### src/rtl/mem_access_controller.sv
`default_nettype none
// ============================================================================
//  Module   : mem_access_controller
//  Purpose  : Single-outstanding memory access controller. Accepts read
//             bursts (1-4 beats) and single-word writes, range-checks them
//             against MEM_WORDS, drives a registered-read main memory through
//             MAR/MBR, and returns one-cycle response pulses.
//  Revision : 1.0  initial release
// ============================================================================
module mem_access_controller #(
   parameter int MEM_WORDS = 16384
) (
   input  logic        clk,
   input  logic        reset,
   // request channel
   input  logic        req_valid,
   output logic        req_ready,
   input  logic        req_write,
   input  logic [15:0] req_addr,
   input  logic [15:0] req_wdata,
   input  logic [1:0]  req_len,
   // response channel (no backpressure)
   output logic        rsp_valid,
   output logic [15:0] rsp_data,
   output logic        rsp_last,
   output logic        rsp_error,
   // main-memory port
   output logic [15:0] mem_addr,
   output logic [15:0] mem_data_out,
   output logic        mem_write_enable,
   input  logic [15:0] mem_data_in,
   // observability
   output logic [15:0] mar,
   output logic [15:0] mbr
);

   // Highest legal word address, widened so the range sum cannot overflow.
   localparam logic [16:0] LAST_ADDR = 17'(MEM_WORDS - 1);

   typedef enum logic [2:0] {
      S_IDLE  = 3'd0,
      S_ISSUE = 3'd1,
      S_WAIT  = 3'd2,
      S_WRITE = 3'd3,
      S_ERR   = 3'd4
   } state_t;

   state_t      state_q;
   logic [15:0] mar_q;
   logic [15:0] mbr_q;
   logic [1:0]  cnt_q;
   logic        rsp_valid_q;
   logic        rsp_last_q;
   logic        rsp_error_q;
   logic [15:0] rsp_data_q;

   logic        accept;
   logic [1:0]  eff_len;
   logic [16:0] end_addr;
   logic        out_of_range;

   // Handshake and range check. Writes are always one word, so their length
   // field is forced to zero before the end address is formed.
   assign req_ready    = (state_q == S_IDLE) && !reset;
   assign accept       = req_valid && req_ready;
   assign eff_len      = req_write ? 2'd0 : req_len;
   assign end_addr     = {1'b0, req_addr} + {15'd0, eff_len};
   assign out_of_range = (end_addr > LAST_ADDR);

   // Memory strobe is gated by reset so an abandoned write never lands.
   assign mem_write_enable = (state_q == S_WRITE) && !reset;
   assign mem_addr         = mar_q;
   assign mem_data_out     = mbr_q;
   assign mar              = mar_q;
   assign mbr              = mbr_q;

   assign rsp_valid = rsp_valid_q;
   assign rsp_last  = rsp_last_q;
   assign rsp_error = rsp_error_q;
   assign rsp_data  = rsp_data_q;

   // Transaction FSM with MAR/MBR datapath and registered response pulses.
   always_ff @(posedge clk) begin
      if (reset) begin
         state_q     <= S_IDLE;
         mar_q       <= 16'd0;
         mbr_q       <= 16'd0;
         cnt_q       <= 2'd0;
         rsp_valid_q <= 1'b0;
         rsp_last_q  <= 1'b0;
         rsp_error_q <= 1'b0;
         rsp_data_q  <= 16'd0;
      end else begin
         // Response outputs are single-cycle pulses unless re-armed below.
         rsp_valid_q <= 1'b0;
         rsp_last_q  <= 1'b0;
         rsp_error_q <= 1'b0;
         rsp_data_q  <= 16'd0;

         case (state_q)
            S_IDLE: begin
               if (accept) begin
                  mar_q <= req_addr;
                  if (out_of_range) begin
                     // MBR deliberately left untouched on a rejected request.
                     state_q <= S_ERR;
                  end else if (req_write) begin
                     mbr_q   <= req_wdata;
                     state_q <= S_WRITE;
                  end else begin
                     cnt_q   <= req_len;
                     state_q <= S_ISSUE;
                  end
               end
            end

            S_ISSUE: begin
               // Memory registers mem_addr at the edge leaving this state.
               state_q <= S_WAIT;
            end

            S_WAIT: begin
               mbr_q       <= mem_data_in;
               rsp_valid_q <= 1'b1;
               rsp_data_q  <= mem_data_in;
               rsp_last_q  <= (cnt_q == 2'd0);
               if (cnt_q != 2'd0) begin
                  mar_q   <= mar_q + 16'd1;
                  cnt_q   <= cnt_q - 2'd1;
                  state_q <= S_ISSUE;
               end else begin
                  state_q <= S_IDLE;
               end
            end

            S_WRITE: begin
               rsp_valid_q <= 1'b1;
               rsp_last_q  <= 1'b1;
               rsp_data_q  <= mbr_q;
               state_q     <= S_IDLE;
            end

            S_ERR: begin
               rsp_valid_q <= 1'b1;
               rsp_last_q  <= 1'b1;
               rsp_error_q <= 1'b1;
               rsp_data_q  <= 16'd0;
               state_q     <= S_IDLE;
            end

            default: begin
               state_q <= S_IDLE;
            end
         endcase
      end
   end

   // Qualifiers on the response channel only ever accompany a valid beat.
   a_rsp_qualifiers: assert property (@(posedge clk) disable iff (reset)
      !rsp_valid |-> (!rsp_last && !rsp_error));

   // A burst that still has beats left can always step MAR without leaving
   // the memory, because the acceptance check covered the whole burst.
   a_mar_no_wrap: assert property (@(posedge clk) disable iff (reset)
      (state_q == S_WAIT && cnt_q != 2'd0) |-> ({1'b0, mar_q} < LAST_ADDR));

endmodule
`default_nettype wire

### config.mk
export PLATFORM = sky130hd
export DESIGN_NAME = mem_access_controller
export DESIGN_NICKNAME = d
export VERILOG_FILES = /design/src/rtl/mem_access_controller.sv
export SDC_FILE = /design/constraint.sdc
export NUM_CORES = 1
export LEC_CHECK = 0
export BUFFER_PORTS_ARGS = -buffer_cell sky130_fd_sc_hd__buf_2
export CORE_UTILIZATION = 25
export DETAILED_ROUTE_END_ITERATION = 7
export GPL_TIMING_DRIVEN = 0
export PLACE_DENSITY = 0.5
export SYNTH_ARGS = -nofsm -noshare
export SYNTH_HDL_FRONTEND = slang
export SYNTH_SLANG_ARGS = --single-unit
### constraint.sdc
create_clock -name clk -period 2.9 [get_ports clk]
set_input_delay 0.29 -clock clk [delete_from_list [all_inputs] [get_ports clk]]
set_output_delay 0.29 -clock clk [all_outputs]
set_load 0.01 [all_outputs]
# --- Yosys cells after proc, flatten, opt, wreduce, memory -nomap -nowiden ---
# Index checks and enable logic that the tools add are counted.
classes:
  addsub: 3
  mul: 0
  n_div: 0
  n_lt_le_gt_ge: 1
  n_eq_ne: 9
  shifts: 0
  mux: 22
  n_bitwise: 0
  reduce_logical: 13
ops:
  columns: ["cell", "count"]
  rows:
  - ["one-hot mux 16 bit (2 select lines)", 3]
  - ["2-to-1 mux 16 bit", 5]
  - ["adder 16 x 2 -> 17 bit", 1]
  - ["greater-than comparator 17 x 14 -> 1 bit (second input constant)", 1]
  - ["adder 16 x 1 -> 16 bit (second input constant)", 1]
  - ["2-to-1 mux 2 bit", 6]
  - ["inequality test 2 bit (second input constant)", 5]
  - ["one-hot mux 3 bit (3 select lines)", 1]
  - ["== test 3 x 2 -> 1 bit (second input constant)", 2]
  - ["2-to-1 mux 3 bit", 2]
  - ["AND reduction 5 bit", 1]
  - ["one-hot mux 2 bit (2 select lines)", 1]
  - ["AND reduction 4 bit", 1]
  - ["nonzero test 2 bit", 2]
  - ["== test 3 x 1 -> 1 bit (second input constant)", 1]
  - ["== test 3 bit (second input constant)", 1]
  - ["logical AND 1 bit", 3]
  - ["zero test 3 bit", 1]
  - ["2-to-1 mux 1 bit", 3]
  - ["AND reduction 3 bit", 1]
  - ["OR reduction 3 bit", 1]
  - ["zero test 2 bit", 1]
  - ["one-hot mux 1 bit (2 select lines)", 1]
  - ["OR reduction 2 bit", 1]
  - ["2 further kinds", 2]
word_totals:
  reg_bits: 56
  latchBits: 0
  ram_bits: 0
  mem_bits_ro: 0
  in_bits: 54
  out_inout_bits: 85
  wordCells: 56
  mem_count: 0

# --- Depth between registers and ports, before layout ---
# Gate-level depths: netlist of run 1.
logic_depth:
  depth_word: 6
  mapped_depth: 9
  mapped_depth_nobuf: 8

# --- Worst setup path after synthesis of run 1 ---
# Ideal clock, no wire load.
synth_path:
  path_type: "in2reg"
  start: "input port req_len[0]"
  end: "register mbr_q[10] (netlist: mbr[10])"
  setup_ns: 0.133
  t_arrival_ns: 2.083
  required_time_ns: 2.767
  path_slack_ns: 0.684
  stages: 9
  n_path_buf: 1
  cell_sequence: "nor2b_1 > ha_1 > fa_1 > nand4_1 > nor4_4 > mux2i_4 > buf_6 > mux2i_1 > a21oi_1"
synth_between:
  elab_chain_cells: 5
synth_rtl:
  columns: ["item", "line", "rtl"]
  rows:
  - ["from (decl)", "21", "input logic [1:0] req_len,"]
  - ["2-to-1 mux 2 bit", "66", "assign eff_len = req_write ? 2'd0 : req_len;"]
  - ["adder 16 x 2 -> 17 bit", "67", "assign end_addr = {1'b0, req_addr} + {15'd0, eff_len};"]
  - ["greater-than comparator 17 x 14 -> 1 bit", "68", "assign out_of_range = (end_addr > LAST_ADDR);"]
  - ["inequality test 2 bit (no line)", null, null]
  - ["AND reduction 4 bit (no line)", null, null]
  - ["to (signal assigned)", "108", "mbr_q <= req_wdata;"]
  - ["to (signal assigned)", "123", "mbr_q <= mem_data_in;"]
  - ["to (decl)", "50", "logic [15:0] mbr_q;"]
# Every way passes these cells.
# A chain may end at the register's enable or synchronous reset.

# --- Worst setup path after layout of run 1 ---
layout_path:
  start: "input port req_write"
  end: "register mbr_q[8] (netlist: mbr[8])"
layout_between:
  elab_chain_cells: 5
  word_cells_on_any_way: 6
  classes_between: "add/sub (1); order compare (1); eq/ne (2); mux (1); reduce/logical (1)"
layout_rtl:
  columns: ["item", "line", "rtl"]
  rows:
  - ["from (decl)", "18", "input logic req_write,"]
  - ["2-to-1 mux 2 bit", "66", null]
  - ["adder 16 x 2 -> 17 bit", "67", null]
  - ["greater-than comparator 17 x 14 -> 1 bit", "68", null]
  - ["inequality test 2 bit (no line)", null, null]
  - ["AND reduction 4 bit (no line) *", null, null]
# Mark *: on every way between the ends. The rest lies on a longest branch, timed or not.

==> metrics, run 1 <==
number of warnings issued by yosys=0; total global routing overflow=0; final antenna diode count=0; detailed-route DRC error count=5; root buffer selected by CTS=sky130_fd_sc_hd__clkbuf_16; critical setup path kind=in -> reg; worst slew slack as a fraction of its limit=49.8%; Final GP Congestion=0.824; leakage power figure=1.87 nW; first-pass GRT wire length=15800 µm; most common cell in the netlist=sky130_fd_sc_hd__dfxtp_1; Num Clock Sinks=56; total length of routed wires=10400 µm; maximum resistive drop on vdd=0.000243 V; CTS max path bufs=2; quantity of hold-fixing buffers added after cts=0; layout overhead on the synthesized area=33.7%; Boundary Pins=139; Cell Pwr Density=442 nW/µm²; dominant cells by area after synthesis=sky130_fd_sc_hd__dfxtp_1 37%, sky130_fd_sc_hd__buf_4 8.2%, sky130_fd_sc_hd__mux2i_1 5.9%; maximum clock rate=404 MHz; filler-free cell count of the finished design=652; violated checks=DRC; post-synthesis area per instance=8.35 µm²; multi-input gate area in the final layout=1510 µm²; routed via count=3188; std cell rows=39; post-synthesis sequential element count=56; final number of hold-violating endpoints=0; Wirelength per Cell=15.9 µm; async set-reset flop share out of synthesis=0%; post-route minimum period=2.47 ns; total number of nets in the final design=567; number of placed instances with taps included=644; setup skew after layout=0.00975 ns; fraction of final layout cells sized beyond drive strength 1=39.5%; count of antenna-violating nets left after detailed routing=0; Die Y-Extent=112 µm; number of enable flip-flop cells after synthesis=0; maximum number of pins on one net before global-route repair=20; DR top layer=met4; overall die width=112 µm; met2 routed wirelength=5080 µm; fill cell instance count of the final layout=1231; final setup vio count=0; die outline area=12600 µm²; first-pass detailed-route iteration total=7; Worst Setup Start Kind=input port; share of the synthesized area in the top cell type=37.0%; post-CTS clock slew at the launch and capture registers of the worst setup and hold paths=0.08 ns; all-layer global routing usage=16.0%; CORE AREA=11600 µm²; post-synthesis cell type count=48; Setup Buffers After CTS=0; final cycle utilization of the critical path=85.3%; total nets after synthesis=422; category of the worst setup path capture point=flop; Resize count post-CTS=0; Synth Cell Area=3030 µm²; fin. max-slew vios=0; CTS tree=yes; dominant cell type by area after synthesis=sky130_fd_sc_hd__dfxtp_1; critical-path maximum fanout=10; starting density of the core=26.1%; max-capacitance violation count=0; via density per instance=4.89; setup repair after global routing missed its margin=no; status=finished with violations; detailed route wirelength on metal3=481 µm; number of antenna violations at the first check in global routing=0; launch instance of the worst min-delay path=mem_data_in[8]; Syn Inst Count=363; area taken by flip-flops and latches=1120 µm²; Setup crit start=req_write; Most used DFF post-synth=sky130_fd_sc_hd__dfxtp_1; most instantiated cells after synthesis=56 x sky130_fd_sc_hd__dfxtp_1, 38 x sky130_fd_sc_hd__nor2_1, 35 x sky130_fd_sc_hd__a21oi_1; sequential share of the synthesized area=37.0%; Port Buffer Count=138; clock latency on the worst-skew pair=0.30 ns; M1 WL=4670 µm; endpoint arrival time on the critical path=2.64 ns; number of global-route vias before repair=2895; Iteration-0 DRC Markers=211; startpoint of the most critical register-to-register path=cnt_q[0]$_SDFFE_PP0P_; Min-Delay Path Class=in -> reg; H-tree depth=2; final sum of negative setup slack=0 ns; number of CTS-inserted buffers=5; Worst EP required=3.07 ns; final HPWL from detailed placement=7840 µm; slew at the pin closest to its max-slew limit=0.748 ns
-- power by group --
| part | internal (mW) | switching, mW |
|---|---|---|
| registers | 0.800 | 0.0364 |
| clock network | 0.329 | 0.312 |
| logic | 0.144 | 0.170 |
| total | 1.27 | 0.519 |
-- stage by stage --
step / utilization (%) / total power, mW / worst slack [ns] / hold WS (ns) / instance area, µm²
2_1_floorplan: - / 1.02 / 0.684 / 0.438 / 3030
3_3_place_gp: 33.6 / 1.16 / 0.165 / 0.526 / 3900
3_5_place_dp: 33.6 / 1.17 / 0.105 / 0.541 / 3900
4_1_cts: 34.9 / 1.82 / 0.404 / 0.239 / 4050
5_1_grt: 34.9 / 1.88 / 0.257 / 0.257 / 4050
6_report: 34.9 / 1.79 / 0.426 / 0.236 / 4050
-- worst paths after layout --
kind	endpoint	slack, ns	cells after the start
max	mbr[8]$_SDFFE_PP0P_	0.43	10
min	rsp_data[8]$_SDFF_PP0_	0.24	3
max reg2reg	mar[6]$_SDFFE_PP0P_	0.74	8
min reg2reg	mar[8]$_SDFFE_PP0P_	0.55	2
-- registers in the layout (all words and copies together), names as in the netlist --
name	flops
cnt_q	2
mar	16
rsp_data	16
rsp_last	1
rsp_error	1
state_q	3
rsp_valid	1
mbr	16
-- cell usage in the layout (no fill, tap or decap), types with 4 or more instances in the layout --
| cell type | Yosys | final |
|---|---|---|
| sky130_fd_sc_hd__clkbuf_16 | 0 | 5 |
| sky130_fd_sc_hd__nor2_1 | 38 | 38 |
| sky130_fd_sc_hd__and2_1 | 4 | 4 |
| sky130_fd_sc_hd__dfxtp_1 | 56 | 56 |
| sky130_fd_sc_hd__mux2i_1 | 18 | 18 |
| sky130_fd_sc_hd__nand2_1 | 20 | 20 |
| sky130_fd_sc_hd__ha_1 | 4 | 4 |
| sky130_fd_sc_hd__nand4_1 | 7 | 7 |
| sky130_fd_sc_hd__a22oi_1 | 16 | 16 |
| sky130_fd_sc_hd__nor2b_1 | 4 | 4 |
| sky130_fd_sc_hd__nand3_1 | 10 | 10 |
| sky130_fd_sc_hd__buf_4 | 33 | 33 |
| sky130_fd_sc_hd__clkbuf_1 | 10 | 10 |
| sky130_fd_sc_hd__o21ai_0 | 30 | 30 |
| sky130_fd_sc_hd__nor3_1 | 6 | 6 |
| sky130_fd_sc_hd__a21oi_1 | 35 | 35 |
| sky130_fd_sc_hd__a211oi_1 | 6 | 6 |
| sky130_fd_sc_hd__a31oi_1 | 5 | 5 |
| sky130_fd_sc_hd__inv_1 | 4 | 4 |
| sky130_fd_sc_hd__buf_2 | 13 | 151 |
-- critical path, stage by stage --
cell	delay [ns]
sky130_fd_sc_hd__buf_2	0.15
sky130_fd_sc_hd__nor2b_1	0.15
sky130_fd_sc_hd__ha_1	0.20
sky130_fd_sc_hd__fa_1	0.21
sky130_fd_sc_hd__nand4_1	0.15
sky130_fd_sc_hd__nor4_4	0.39
sky130_fd_sc_hd__mux2i_4	0.52
sky130_fd_sc_hd__buf_6	0.24
sky130_fd_sc_hd__mux2i_1	0.24
sky130_fd_sc_hd__a21oi_1	0.09
-- area by class of cell --
cell class,instances,area share (%)
Multi-Input combinational cell,243,37.4
Clock inverter,3,0.679
Buffer,60,9.39
Inverter,4,0.370
Tap cell,143,4.41
Timing Repair Buffer,138,17.0
Clock buffer,5,3.09
Sequential cell,56,27.7
-- logic make-up (layout without fill, tap and decap cells) --
logic type               after synthesis  after routing  synth area share (%)
buffers and inverters                 64            210                  13.0
AND/OR/NAND/NOR                      109            109                  18.5
multiplexers                          19             19                  6.69
AO/OA/AOI/OAI                        110            110                  22.5
flip-flops                            56             56                  37.0
adder cells (fa/ha/maj)                5              5                  2.31
-- layer usage --
layer	GRT usage, %	vias to the layer above
met2	26.7	101
li1	-	1568
met5	0	-
met3	1.94	8
met4	4.53	0
met1	21.8	1511
Power figures use the tool's default switching activity.
==> run 2, diff against run 1 <==
Settings changed: GPL_TIMING_DRIVEN 0 to unset.
==> run 2 against run 1 <==
The flow still finishes with violations (DRC). Core utilization fell by 2.7 points. Clock-buffer cell count did not move. Global-route usage fell by 1.2 points. Critical path type unchanged. Via count fell by 6.9%.
==> metrics, run 2 (same netlist as run 1, synthesis figures left out) <==
status=finished with violations (unchanged); violated checks=DRC (unchanged); all-layer global routing usage=14.9% (was 16.0%); maximum clock rate=451 MHz (was 404 MHz); Crit path buffers/inverters=2 (unchanged); fin. max-slew vios=0 (unchanged); Port Buffer Count=138 (unchanged); Worst EP required=3.08 ns (was 3.07 ns); category of the worst setup path capture point=flop (unchanged); CP peak stage delay=0.35 ns (was 0.52 ns); final HPWL from detailed placement=6920 µm (was 7840 µm); H-tree depth=2 (unchanged); maximum resistive drop on vdd=0.000263 V (was 0.000243 V); Die Y-Extent=112 µm (unchanged); max-capacitance violation count=0 (unchanged); critical-path maximum fanout=16 (was 10); Num Clock Sinks=56 (unchanged); via density per instance=4.95 (was 4.89); worst slew slack as a fraction of its limit=52.8% (was 49.8%); Iteration-0 DRC Markers=197 (was 211); total number of nets in the final design=515 (was 567); Boundary Pins=139 (unchanged); Worst Setup Start Kind=input port (unchanged); cell-by-cell trace of the critical path=buf_2, nor2b_1, ha_1, fa_1, nand4_1, nor4_4, mux2i_4, buf_4, mux2i_1, a21oi_1 (was buf_2, nor2b_1, ha_1, fa_1, nand4_1, nor4_4, mux2i_4, buf_6, mux2i_1, a21oi_1); final sum of negative setup slack=0 ns (unchanged); final setup vio count=0 (unchanged); layout overhead on the synthesized area=23.2% (was 33.7%); fill cell instance count of the final layout=1292 (was 1231); endpoint arrival time on the critical path=2.39 ns (was 2.64 ns); Final GP Congestion=0.783 (was 0.824); Min-Delay Path Class=in -> reg (unchanged); detailed-route DRC error count=5 (unchanged); Wirelength per Cell=15.8 µm (was 15.9 µm); routed via count=2968 (was 3188); first-pass detailed-route iteration total=6 (was 7); critical setup path kind=in -> reg (unchanged); total length of routed wires=9500 µm (was 10400 µm); die outline area=12600 µm² (unchanged); quantity of hold-fixing buffers added after cts=0 (unchanged); Cell Pwr Density=470 nW/µm² (was 442 nW/µm²); most frequent cells in the layout=138 x sky130_fd_sc_hd__buf_2, 56 x sky130_fd_sc_hd__dfxtp_1, 38 x sky130_fd_sc_hd__nor2_1, 35 x sky130_fd_sc_hd__a21oi_1, 30 x sky130_fd_sc_hd__o21ai_0 (was 151 x sky130_fd_sc_hd__buf_2, 56 x sky130_fd_sc_hd__dfxtp_1, 38 x sky130_fd_sc_hd__nor2_1, 35 x sky130_fd_sc_hd__a21oi_1, 33 x sky130_fd_sc_hd__buf_4); first-pass GRT wire length=14700 µm (was 15800 µm); setup skew after layout=0.00653 ns (was 0.00975 ns); fraction of final layout cells sized beyond drive strength 1=35.7% (was 39.5%); final number of hold-violating endpoints=0 (unchanged); number of placed instances with taps included=592 (was 644); number of antenna violations at the first check in global routing=0 (unchanged); cell with the largest stage delay on the worst path=sky130_fd_sc_hd__nor4_4 (was sky130_fd_sc_hd__mux2i_4); filler-free cell count of the finished design=600 (was 652); leading cell type in the layout, fill and taps excluded=sky130_fd_sc_hd__buf_2 (unchanged); count of antenna-violating nets left after detailed routing=0 (unchanged); number of CTS-inserted buffers=5 (unchanged); clock latency on the worst-skew pair=0.30 ns (about the same); overall die width=112 µm (unchanged); Setup Buffers After CTS=0 (unchanged); setup repair after global routing missed its margin=no (unchanged); Resize count post-CTS=0 (unchanged); CTS tree=yes (unchanged); tightest hold margin=0.231 ns (was 0.236 ns); std cell rows=39 (unchanged); post-route minimum period=2.22 ns (was 2.47 ns); final cycle utilization of the critical path=76.5% (was 85.3%); CTS max path bufs=2 (unchanged); total global routing overflow=0 (unchanged); total power=1.75 mW (was 1.79 mW); maximum number of pins on one net before global-route repair=33 (was 20); slew at the pin closest to its max-slew limit=0.708 ns (was 0.748 ns); leakage power figure=1.65 nW (was 1.87 nW); final antenna diode count=0 (unchanged); CORE AREA=11600 µm² (unchanged); number of global-route vias before repair=2776 (was 2895); kind of cell adding the most delay to the critical path=simple AND/OR/NAND/NOR gates (was multiplexers); fin util=32.2% (was 34.9%); post-CTS clock slew at the launch and capture registers of the worst setup and hold paths=0.08 ns (about the same); root buffer selected by CTS=sky130_fd_sc_hd__clkbuf_16 (unchanged); starting density of the core=26.1% (unchanged)
==> run 2: layout make-up <==
type | instances | area (µm²) | share of cell area [%]
timing repair buffer | 146 | 751 | 20.1
tap | 143 | 179 | 4.79
sequential | 56 | 1120 | 30.0
clock inverter | 3 | 25.0 | 0.670
inverter | 4 | 15.0 | 0.402
clock buffer | 5 | 125 | 3.35
multi-input combinational | 243 | 1520 | 40.7
==> run 2: report_power, final <==
part	switching, mW	leakage [nW]	internal [mW]
clock network	0.320	0.0708	0.328
registers	0.0388	0.455	0.800
logic	0.154	1.13	0.114
==> run 2: worst paths after layout <==
path,slack (ns),end,from,cells past startpoint
worst max-delay path,0.68,mbr[1]$_SDFFE_PP0P_,req_write,10
worst min register to register,0.53,mar[8]$_SDFFE_PP0P_,mar[8]$_SDFFE_PP0P_,2
worst min-delay path,0.23,rsp_data[9]$_SDFF_PP0_,mem_data_in[9],3
worst max register to register,0.87,mar[3]$_SDFFE_PP0P_,state_q[0]$_SDFFE_PP0N_,5
==> run 2: routing by layer <==
layer | routed length [µm] | global-route usage [%] | share of wire, % | vias up
met1 | 4180 | 18.7 | 44 | 1402
met3 | 446 | 2.70 | 4.7 | 10
met2 | 4700 | 25.5 | 49 | 91
met4 | 165 | 5.16 | 1.7 | 0
li1 | - | - | - | 1465
met5 | 0 | 0 | 0 | -
==> run 2: worst reg2reg max path: cells and delay by family (launching register included) <==
family / cells / cell delay [ns]
flops: 1 / 0.45
compound gates: 2 / 0.20
simple gates: 3 / 1.32
==> run 2: through the flow <==
step | worst slack (ns) | instance area (µm²)
floorplan | 0.684 | 3030
global route | 0.574 | 3730
finish | 0.683 | 3730
global placement | 0.463 | 3580
detailed placement | 0.384 | 3580
CTS | 0.695 | 3730
